<file path="src/rtl/reg_bank_param.sv">
// -----------------------------------------------------------------------------
// reg_bank_param
//   Parametrised bank of DEPTH words of WIDTH bits with byte-enable writes,
//   registered reads (1-cycle latency) and a sequenced bulk-clear engine that
//   zeroes one word per clock.
//
// Parameters
//   WIDTH : word width in bits, multiple of 8 (default 32)
//   DEPTH : number of words, >= 2 (default 4)
//
// Ports
//   clk      in   1      rising-edge clock
//   rst_n    in   1      asynchronous active-low reset
//   wr_en    in   1      write request
//   wr_addr  in   AW     write word address
//   wr_data  in   WIDTH  write data
//   wr_be    in   BE     byte enables (bit i covers wr_data[8i+7:8i])
//   wr_ack   out  1      one-cycle pulse after an accepted write
//   rd_en    in   1      read request
//   rd_addr  in   AW     read word address
//   rd_data  out  WIDTH  registered read data, holds when no read
//   rd_valid out  1      one-cycle pulse after a read request
//   clr_req  in   1      start bulk clear
//   busy     out  1      clear engine running
//
// Build option
//   RDW_BYPASS_EN : when defined, a same-edge read and write to the same valid
//                   address (not busy) returns the post-write (merged) word.
//                   Otherwise the read returns the pre-write contents.
// -----------------------------------------------------------------------------
module reg_bank_param #(
    parameter int WIDTH = 32,
    parameter int DEPTH = 4
) (
    input  logic                       clk,
    input  logic                       rst_n,
    input  logic                       wr_en,
    input  logic [$clog2(DEPTH)-1:0]   wr_addr,
    input  logic [WIDTH-1:0]           wr_data,
    input  logic [WIDTH/8-1:0]         wr_be,
    output logic                       wr_ack,
    input  logic                       rd_en,
    input  logic [$clog2(DEPTH)-1:0]   rd_addr,
    output logic [WIDTH-1:0]           rd_data,
    output logic                       rd_valid,
    input  logic                       clr_req,
    output logic                       busy
);

    localparam int AW = $clog2(DEPTH);
    localparam int BE = WIDTH / 8;

    localparam logic [AW:0]   C_DEPTH    = (AW+1)'(DEPTH);
    localparam logic [AW-1:0] C_PTR_ONE  = AW'(1'b1);
    localparam logic [AW-1:0] C_PTR_LAST = AW'(DEPTH - 1);

    generate
        if ((WIDTH % 8) != 0) begin : g_width_chk
            $error("reg_bank_param: WIDTH must be a multiple of 8");
        end
        if (DEPTH < 2) begin : g_depth_chk
            $error("reg_bank_param: DEPTH must be at least 2");
        end
    endgenerate

    typedef enum logic [0:0] {
        ST_IDLE  = 1'b0,
        ST_CLEAR = 1'b1
    } state_t;

    // Byte-lane merge: enabled lanes take new data, others keep the old word.
    function automatic logic [WIDTH-1:0] f_merge(
        input logic [WIDTH-1:0] old_word,
        input logic [WIDTH-1:0] new_word,
        input logic [BE-1:0]    be
    );
        logic [WIDTH-1:0] res;
        res = old_word;
        for (int b = 0; b < BE; b++) begin
            if (be[b]) begin
                res[b*8 +: 8] = new_word[b*8 +: 8];
            end else begin
                res[b*8 +: 8] = old_word[b*8 +: 8];
            end
        end
        return res;
    endfunction

    logic [WIDTH-1:0] r_mem [DEPTH];
    state_t           r_state;
    state_t           w_state_next;
    logic [AW-1:0]    r_clr_ptr;
    logic [AW-1:0]    w_clr_ptr_next;
    logic             r_busy;
    logic             w_busy_next;
    logic             w_clr_active;
    logic             r_wr_ack;
    logic             r_rd_valid;
    logic [WIDTH-1:0] r_rd_data;
    logic             w_wr_in_range;
    logic             w_rd_in_range;
    logic             w_wr_accept;
    logic [WIDTH-1:0] w_rd_word;

    assign w_wr_in_range = ({1'b0, wr_addr} < C_DEPTH);
    assign w_rd_in_range = ({1'b0, rd_addr} < C_DEPTH);
    // Writes are locked out for the whole clear so the engine never races a write.
    assign w_wr_accept   = wr_en & ~r_busy & w_wr_in_range;

    // Clear FSM state register.
    always_ff @(posedge clk or negedge rst_n) begin
        if (!rst_n) begin
            r_state   <= ST_IDLE;
            r_clr_ptr <= '0;
        end else begin
            r_state   <= w_state_next;
            r_clr_ptr <= w_clr_ptr_next;
        end
    end

    // Clear FSM next-state and pointer logic.
    always_comb begin
        w_state_next   = r_state;
        w_clr_ptr_next = r_clr_ptr;
        case (r_state)
            ST_IDLE: begin
                if (clr_req) begin
                    w_state_next   = ST_CLEAR;
                    w_clr_ptr_next = '0;
                end else begin
                    w_state_next   = ST_IDLE;
                end
            end
            ST_CLEAR: begin
                // Last word zeroed this edge: pointer parks at 0, never wraps past DEPTH-1.
                if (r_clr_ptr == C_PTR_LAST) begin
                    w_state_next   = ST_IDLE;
                    w_clr_ptr_next = '0;
                end else begin
                    w_clr_ptr_next = r_clr_ptr + C_PTR_ONE;
                end
            end
            default: begin
                w_state_next   = ST_IDLE;
                w_clr_ptr_next = '0;
            end
        endcase
    end

    // Clear FSM outputs: word-zeroing strobe and next value of the busy flag.
    always_comb begin
        w_clr_active = 1'b0;
        w_busy_next  = 1'b0;
        case (r_state)
            ST_CLEAR: w_clr_active = 1'b1;
            default:  w_clr_active = 1'b0;
        endcase
        case (w_state_next)
            ST_CLEAR: w_busy_next = 1'b1;
            default:  w_busy_next = 1'b0;
        endcase
    end

    // Registered busy flag, mirrors the CLEAR state.
    always_ff @(posedge clk or negedge rst_n) begin
        if (!rst_n) begin
            r_busy <= 1'b0;
        end else begin
            r_busy <= w_busy_next;
        end
    end

    // Storage: byte-enable writes and clear-engine zeroing (mutually exclusive).
    always_ff @(posedge clk or negedge rst_n) begin
        if (!rst_n) begin
            for (int i = 0; i < DEPTH; i++) begin
                r_mem[i] <= '0;
            end
        end else begin
            if (w_wr_accept) begin
                r_mem[wr_addr] <= f_merge(r_mem[wr_addr], wr_data, wr_be);
            end
            if (w_clr_active) begin
                r_mem[r_clr_ptr] <= '0;
            end
        end
    end

    // Read word selection, including optional read-during-write bypass.
    always_comb begin
        w_rd_word = '0;
        if (w_rd_in_range) begin
            w_rd_word = r_mem[rd_addr];
`ifdef RDW_BYPASS_EN
            if (w_wr_accept && (wr_addr == rd_addr)) begin
                w_rd_word = f_merge(r_mem[rd_addr], wr_data, wr_be);
            end else begin
                w_rd_word = r_mem[rd_addr];
            end
`endif
        end else begin
            w_rd_word = '0;
        end
    end

    // Registered read data/valid and write acknowledge.
    always_ff @(posedge clk or negedge rst_n) begin
        if (!rst_n) begin
            r_rd_data  <= '0;
            r_rd_valid <= 1'b0;
            r_wr_ack   <= 1'b0;
        end else begin
            r_rd_valid <= rd_en;
            r_wr_ack   <= w_wr_accept;
            if (rd_en) begin
                r_rd_data <= w_rd_word;
            end
        end
    end

    assign rd_data  = r_rd_data;
    assign rd_valid = r_rd_valid;
    assign wr_ack   = r_wr_ack;
    assign busy     = r_busy;

endmodule

</file>
<file path="config.mk">
export PLATFORM = sky130hd
export DESIGN_NAME = reg_bank_param
export DESIGN_NICKNAME = d
export VERILOG_FILES = /design/src/rtl/reg_bank_param.sv
export SDC_FILE = /design/constraint.sdc
export NUM_CORES = 1
export LEC_CHECK = 0
export BUFFER_PORTS_ARGS = -buffer_cell sky130_fd_sc_hd__buf_2
export CAP_MARGIN = 0
export CELL_PAD_IN_SITES_DETAIL_PLACEMENT = 0
export CELL_PAD_IN_SITES_GLOBAL_PLACEMENT = 2
export CORE_ASPECT_RATIO = 1.5
export CORE_MARGIN = 4
export CORE_UTILIZATION = 43
export DETAILED_ROUTE_END_ITERATION = 16
export GPL_TIMING_DRIVEN = 0
export PLACE_DENSITY_LB_ADDON = 0.1
export SYNTH_ARGS = -nofsm -noshare
export SYNTH_HDL_FRONTEND = slang
export SYNTH_SLANG_ARGS = --single-unit
</file>
<file path="constraint.sdc">
create_clock -name clk -period 4 [get_ports clk]
set_input_delay 0.8 -clock clk [delete_from_list [all_inputs] [get_ports clk]]
set_output_delay 0.8 -clock clk [all_outputs]
set_load 0.05 [all_outputs]
</file>
## After elaboration in Yosys (flattened, before gate mapping)

Cells that the tools add are included.
Widths: inputs -> output; s select.

- Mux-type cells: 29
- Reduce and logical (&&, ||, !) cells: 2
- Add/sub/neg operators: 1
- $lt $le $gt $ge: 5
- Bitwise operators: 8
- Equal/unequal tests: 2

Operators with widths:

| cell | count |
|---|---|
| $mux 128 | 2 |
| $mux 32 | 6 |
| $and 128x128->128 | 1 |
| $bmux 32 s2 | 2 |
| $bwmux 128 | 1 |
| $demux 32 s2 | 2 |
| $not 128->128 | 1 |
| $mux 8 | 8 |
| $ge 3x3->1 const B | 3 |
| $not 2->3 | 3 |
| $lt 3x1->1 const B | 2 |
| $mux 1 | 4 |
| $mux 2 | 2 |
| $pmux 2 s2 | 1 |
| $add 2x1->2 const B | 1 |
| $eq 2x2->1 const B | 1 |
| $logic_and 1x1->1 | 2 |
| $ne 2x2->1 const B | 1 |
| $not 1->1 | 2 |
| $pmux 1 s2 | 1 |
| $and 1x1->1 | 1 |

- Word-level logic and storage cells: 57
- Flip-flop bits (word level): 166

## Depth between registers and ports, before layout

- Word-level depth: 10
- Gate-level depth with buffers: 7

## Least setup slack after synthesis

No wires, ideal clock.

- Path kind: input to register
- From: input wr_addr[0]
- To: register r_mem[55] (netlist name)
- Arrival time: 1.808 ns
- Buffers on the path: 2
- Stages on the path: 5
- Setup slack: 2.066 ns
- Setup time: 0.126 ns
- Cells stage by stage: buf_4 -> and4bb_1 -> a21oi_1 -> buf_2 -> a221o_1

- Longest elaborated chain between the ends: 10
- Elaborated cells between the ends (all ways): 15
- Classes of those cells: order compare: 2; mux: 10; bitwise: 2; reduce/logical: 1

Ends and longest elaborated chain:

| what | RTL line | text |
|---|---|---|
| start: declaration | 38 | `input logic [$clog2(DEPTH)-1:0] wr_addr,` |
| $not 2->3 (not written as such) (*) | 181 | `r_mem[wr_addr] <= f_merge(r_mem[wr_addr], wr_data, wr_be);` |
| $bmux 32 s2 | 181 |  |
| $mux 32 (not written as such) (2 in series) | 181 |  |
| $mux 8 | 80 | `if (be[b]) begin` |
| $mux 8 | 180 | `if (w_wr_accept) begin` |
| $bwmux 128 (*) | 181 |  |
| $mux 128 (*) | 180 |  |
| $and 128x128->128 (no line) | - |  |
| $mux 128 (*) | 183 | `if (w_clr_active) begin` |
| end signal: indexed assignment | 181 |  |
| end: declaration | 89 | `logic [WIDTH-1:0] r_mem [DEPTH];` |

Every way passes the cells marked *; elsewhere a longest branch is shown, timed or not. The select of a mux whose other input is x is not followed.
A chain may end at the register's enable or synchronous reset.

## Final worst setup path

- From: register r_clr_ptr[1]
- To: register r_mem[92] (netlist name)

- Longest elaborated chain between the ends: 8
- Elaborated cells between the ends (all ways): 9
- Classes of those cells: order compare: 2; mux: 3; bitwise: 3; reduce/logical: 1

Ends and longest elaborated chain:

| what | RTL line | text |
|---|---|---|
| start: declaration | 92 | `logic [AW-1:0] r_clr_ptr;` |
| start signal: assignment | 117 | `r_clr_ptr <= w_clr_ptr_next;` |
| $not 2->3 (not written as such) (*) | 184 | `r_mem[r_clr_ptr] <= '0;` |
| $ge 3x3->1 (not written as such) or $lt 3x1->1 (tied branches) | 184 |  |
| $logic_and 1x1->1 (not written as such) | 184 |  |
| $mux 32 (not written as such) | 184 |  |
| $demux 32 s2 (*) | 184 |  |
| $not 128->128 (no line) (*) | - |  |
| $and 128x128->128 (no line) (*) | - |  |
| $mux 128 (*) | 183 |  |

Every way passes the cells marked *; elsewhere a longest branch is shown, timed or not.

==> run metrics <==
Worst EP arrival 2.43 ns; Compound-Gate Fraction of Synth Area 21.74%; Synth Area in Adders 0.6013%; nets@finish 868; busiest layer in global routing met2; Mapped Cells 721; Starting Density 43.61%; Wirelength per Cell ~25 µm; post-route ant nets 0; CTS Buf Count 17; PostCTS Resize Cnt 0; Worst Setup Start Kind flip-flop; syn avg cell area 11.54 µm²; met3 Track Usage GR 3.077%; synth-to-layout area growth 15.81%; met2 Use GR between 40% and 50%; cell taking the most area after synthesis dfrtp_1; Synth Flop Type dfrtp_1; outcome finished, final reports clean; fillers roughly 1.8k; R2R Setup Slk 1.92 ns; DR vias 6533; worst-path fanout max 10; initial antenna violation count 1; Worst-path clk slew 0.07 ns; worst reg2reg startpoint r_clr_ptr[1]$_DFFE_PN0P_; Max rail drop VDD roughly 0.33 mV; post-placement cell count 1056; Post-synth EDFFs 0; Port-buffer cells 78; final instance area 0.009639 mm²; count leader, synth dfrtp_1; routed wire length around 27000 µm; Clock Latency Late Sink 0.43 ns; crit end category flip-flop; worst setup path class reg -> reg; chip width 121.6 µm; Synth Cell Area 0.008323 mm²; largest net degree at the start of global routing 120; fraction of layout cells with a size suffix above 1 between 15 and 20%; max cap viols 0; setup bufs post-CTS 0; chip height 178.4 µm; Final Critical Period 2.076 ns; mux share of post-synthesis cell area between 10% and 20%; RSZ-0062 raised after global routing no; Synth Area in Simple Gates 10.42%; Post-DP Area just over 0.009 mm²; relative slew slack 36.69%; Synth async-reset ratio 100.0%; Vias/cell 6.010; post-synthesis sequential area ratio 49.61%; drc violations 0; Final Power about 6.2 mW; hold slack roughly 0.26 ns; CTS tree yes; CTS root buf clkbuf_16; Net Count, Synth 770; Worst Path Required 4.36 ns; vias in the first global route 6935; first-pass GRT wire length 41860 µm; hpwl dp 18570 µm; met1 Use GR between 30% and 40%; Yosys cell types 36; Reg2Reg Depth 6; CTS Sinks roughly 170; top post-synthesis cells by area dfrtp_1 (50%), mux2i_1 (13%), a22o_1 (8.1%); Antenna diodes 0; Placer Congestion approximately 0.83; GR Overflow Total 0; largest family of logic cells by synthesized area compound AO/OA/AOI/OAI gates; flops & latches, synth between 150 and 200; H-tree depth 4; total global routing track utilization between 20% and 30%; Slew @ Worst Pin 0.9496 ns; fraction of synthesized cell area in xor and xnor cells 0%; share of the synthesized area in the top cell type 49.61%; Tcrit/Tclk final 51.89%; Ports 80; Synth top cells by count dfrtp_1 (165), mux2i_1 (110), a22o_1 (77), nor2b_1 (51); Max Clk Rate 481.8 MHz; Post-CTS Hold Buffers 0; static leakage 4.581 nW; pwr/cell area 648.1 mW/mm²; r2r endpoint r_mem[92]$_DFF_PN0_; First-pass DRT Iterations 6; Total Die Area 0.02169 mm²; fin. max-slew vios 0; Setup Viol. Count Final 0; Hold Fails Final Rpt 0; core footprint 0.01908 mm²; Final Instance Count excl. Fillers ~1.1k; final clock skew 0.008783 ns; CTS Buffer Depth 2; Tightest Hold Check Type in -> async; DR iter-0 viols 507; FP Rows 62; Final TNS setup 0 ns; Synthesis Warnings 0
## metrics by stage
step                utilization [%]  worst slack, ns
floorplan                         -            2.066
global placement              47.34          -0.4610
detailed placement            47.53            1.592
CTS                           50.51            1.918
global route                  50.51            1.821
finish                        50.51            1.924
## placed cells by master (no fill, tap or decap), types with 3 or more instances in the layout
master / synthesis / layout
ha_1: 4 / 4
nor2b_1: 51 / 51
dfrtp_1: 165 / 165
nor2_1: 8 / 8
a21oi_1: 14 / 14
buf_6: 4 / 4
inv_8: 0 / 3
a22o_1: 77 / 77
inv_1: 8 / 8
clkbuf_16: 0 / 17
nand2_1: 32 / 32
a32o_1: 44 / 44
mux2i_1: 110 / 110
buf_4: 9 / 9
o21ai_0: 34 / 34
nand2b_1: 44 / 44
o221ai_1: 32 / 32
buf_1: 5 / 5
a2bb2oi_1: 10 / 10
clkbuf_1: 28 / 28
inv_6: 0 / 6
buf_2: 20 / 97
## final cells by class
class                           count  area, µm²  area share, %
Buffer                             66      336.6          3.492
Clock buffer                       17      425.4          4.413
Clock inverter                     14      142.6          1.480
Inverter                            8      30.03         0.3115
Multi-Input combinational cell    482       3827          39.71
Sequential cell                   165       4129          42.83
Tap cell                          256      320.3          3.323
Timing Repair Buffer               79      427.9          4.439
## where the power goes
| part | internal [mW] | switching [mW] | total (mW) | leakage (nW) |
|---|---|---|---|---|
| Combinational | 0.761 | 1.31 | 2.07 | 2.05 |
| Sequential | 2.17 | 0.388 | 2.56 | 2.25 |
| Clock | 0.878 | 0.743 | 1.62 | 0.281 |
## worst max path at each step
stage | from | to | slack (ns)
after global routing | r_clr_ptr[1]$_DFFE_PN0P_ | r_mem[76]$_DFF_PN0_ | 1.82
after floorplan | wr_addr[0] | r_mem[55]$_DFF_PN0_ | 2.07
after CTS | r_clr_ptr[1]$_DFFE_PN0P_ | r_mem[92]$_DFF_PN0_ | 1.92
after detailed placement | wr_addr[1] | r_mem[125]$_DFF_PN0_ | 1.59
final | r_clr_ptr[1]$_DFFE_PN0P_ | r_mem[92]$_DFF_PN0_ | 1.92
after global placement | rst_n | r_mem[82]$_DFF_PN0_ | -0.46
## cells by family (layout without fill, tap and decap cells)
logic type      count (synthesis)  in the layout
simple gates                  146            146
fa+ha+maj                       4              4
compound gates                222            222
flops                         165            165
mux                           110            110
buf+inv                        74            184
## sequential cells by signal, indices dropped and copies added (netlist names)
| name | flops |
|---|---|
| wr_ack | 1 |
| rd_valid | 1 |
| r_mem | 128 |
| rd_data | 32 |
| r_clr_ptr | 2 |
| busy | 1 |
## metal layers
layer  share of wire, %  wire length [µm]  vias to the layer above
met3                4.1              1120                       35
met1                 41             11310                     3378
met5              0.069                19                        -
li1                   -                 -                     2928
met4                2.1               583                        2
met2                 52             14320                      190
## worst max-delay path, cell delays in order (launching register included)
cell and delay, ns:
dfrtp_1 0.38, inv_1 0.09, ha_1 0.20, and2_1 0.29
nor2_1 0.18, clkbuf_1 0.65, a22o_1 0.23
Note: power is estimated with default switching activity, not from simulation.
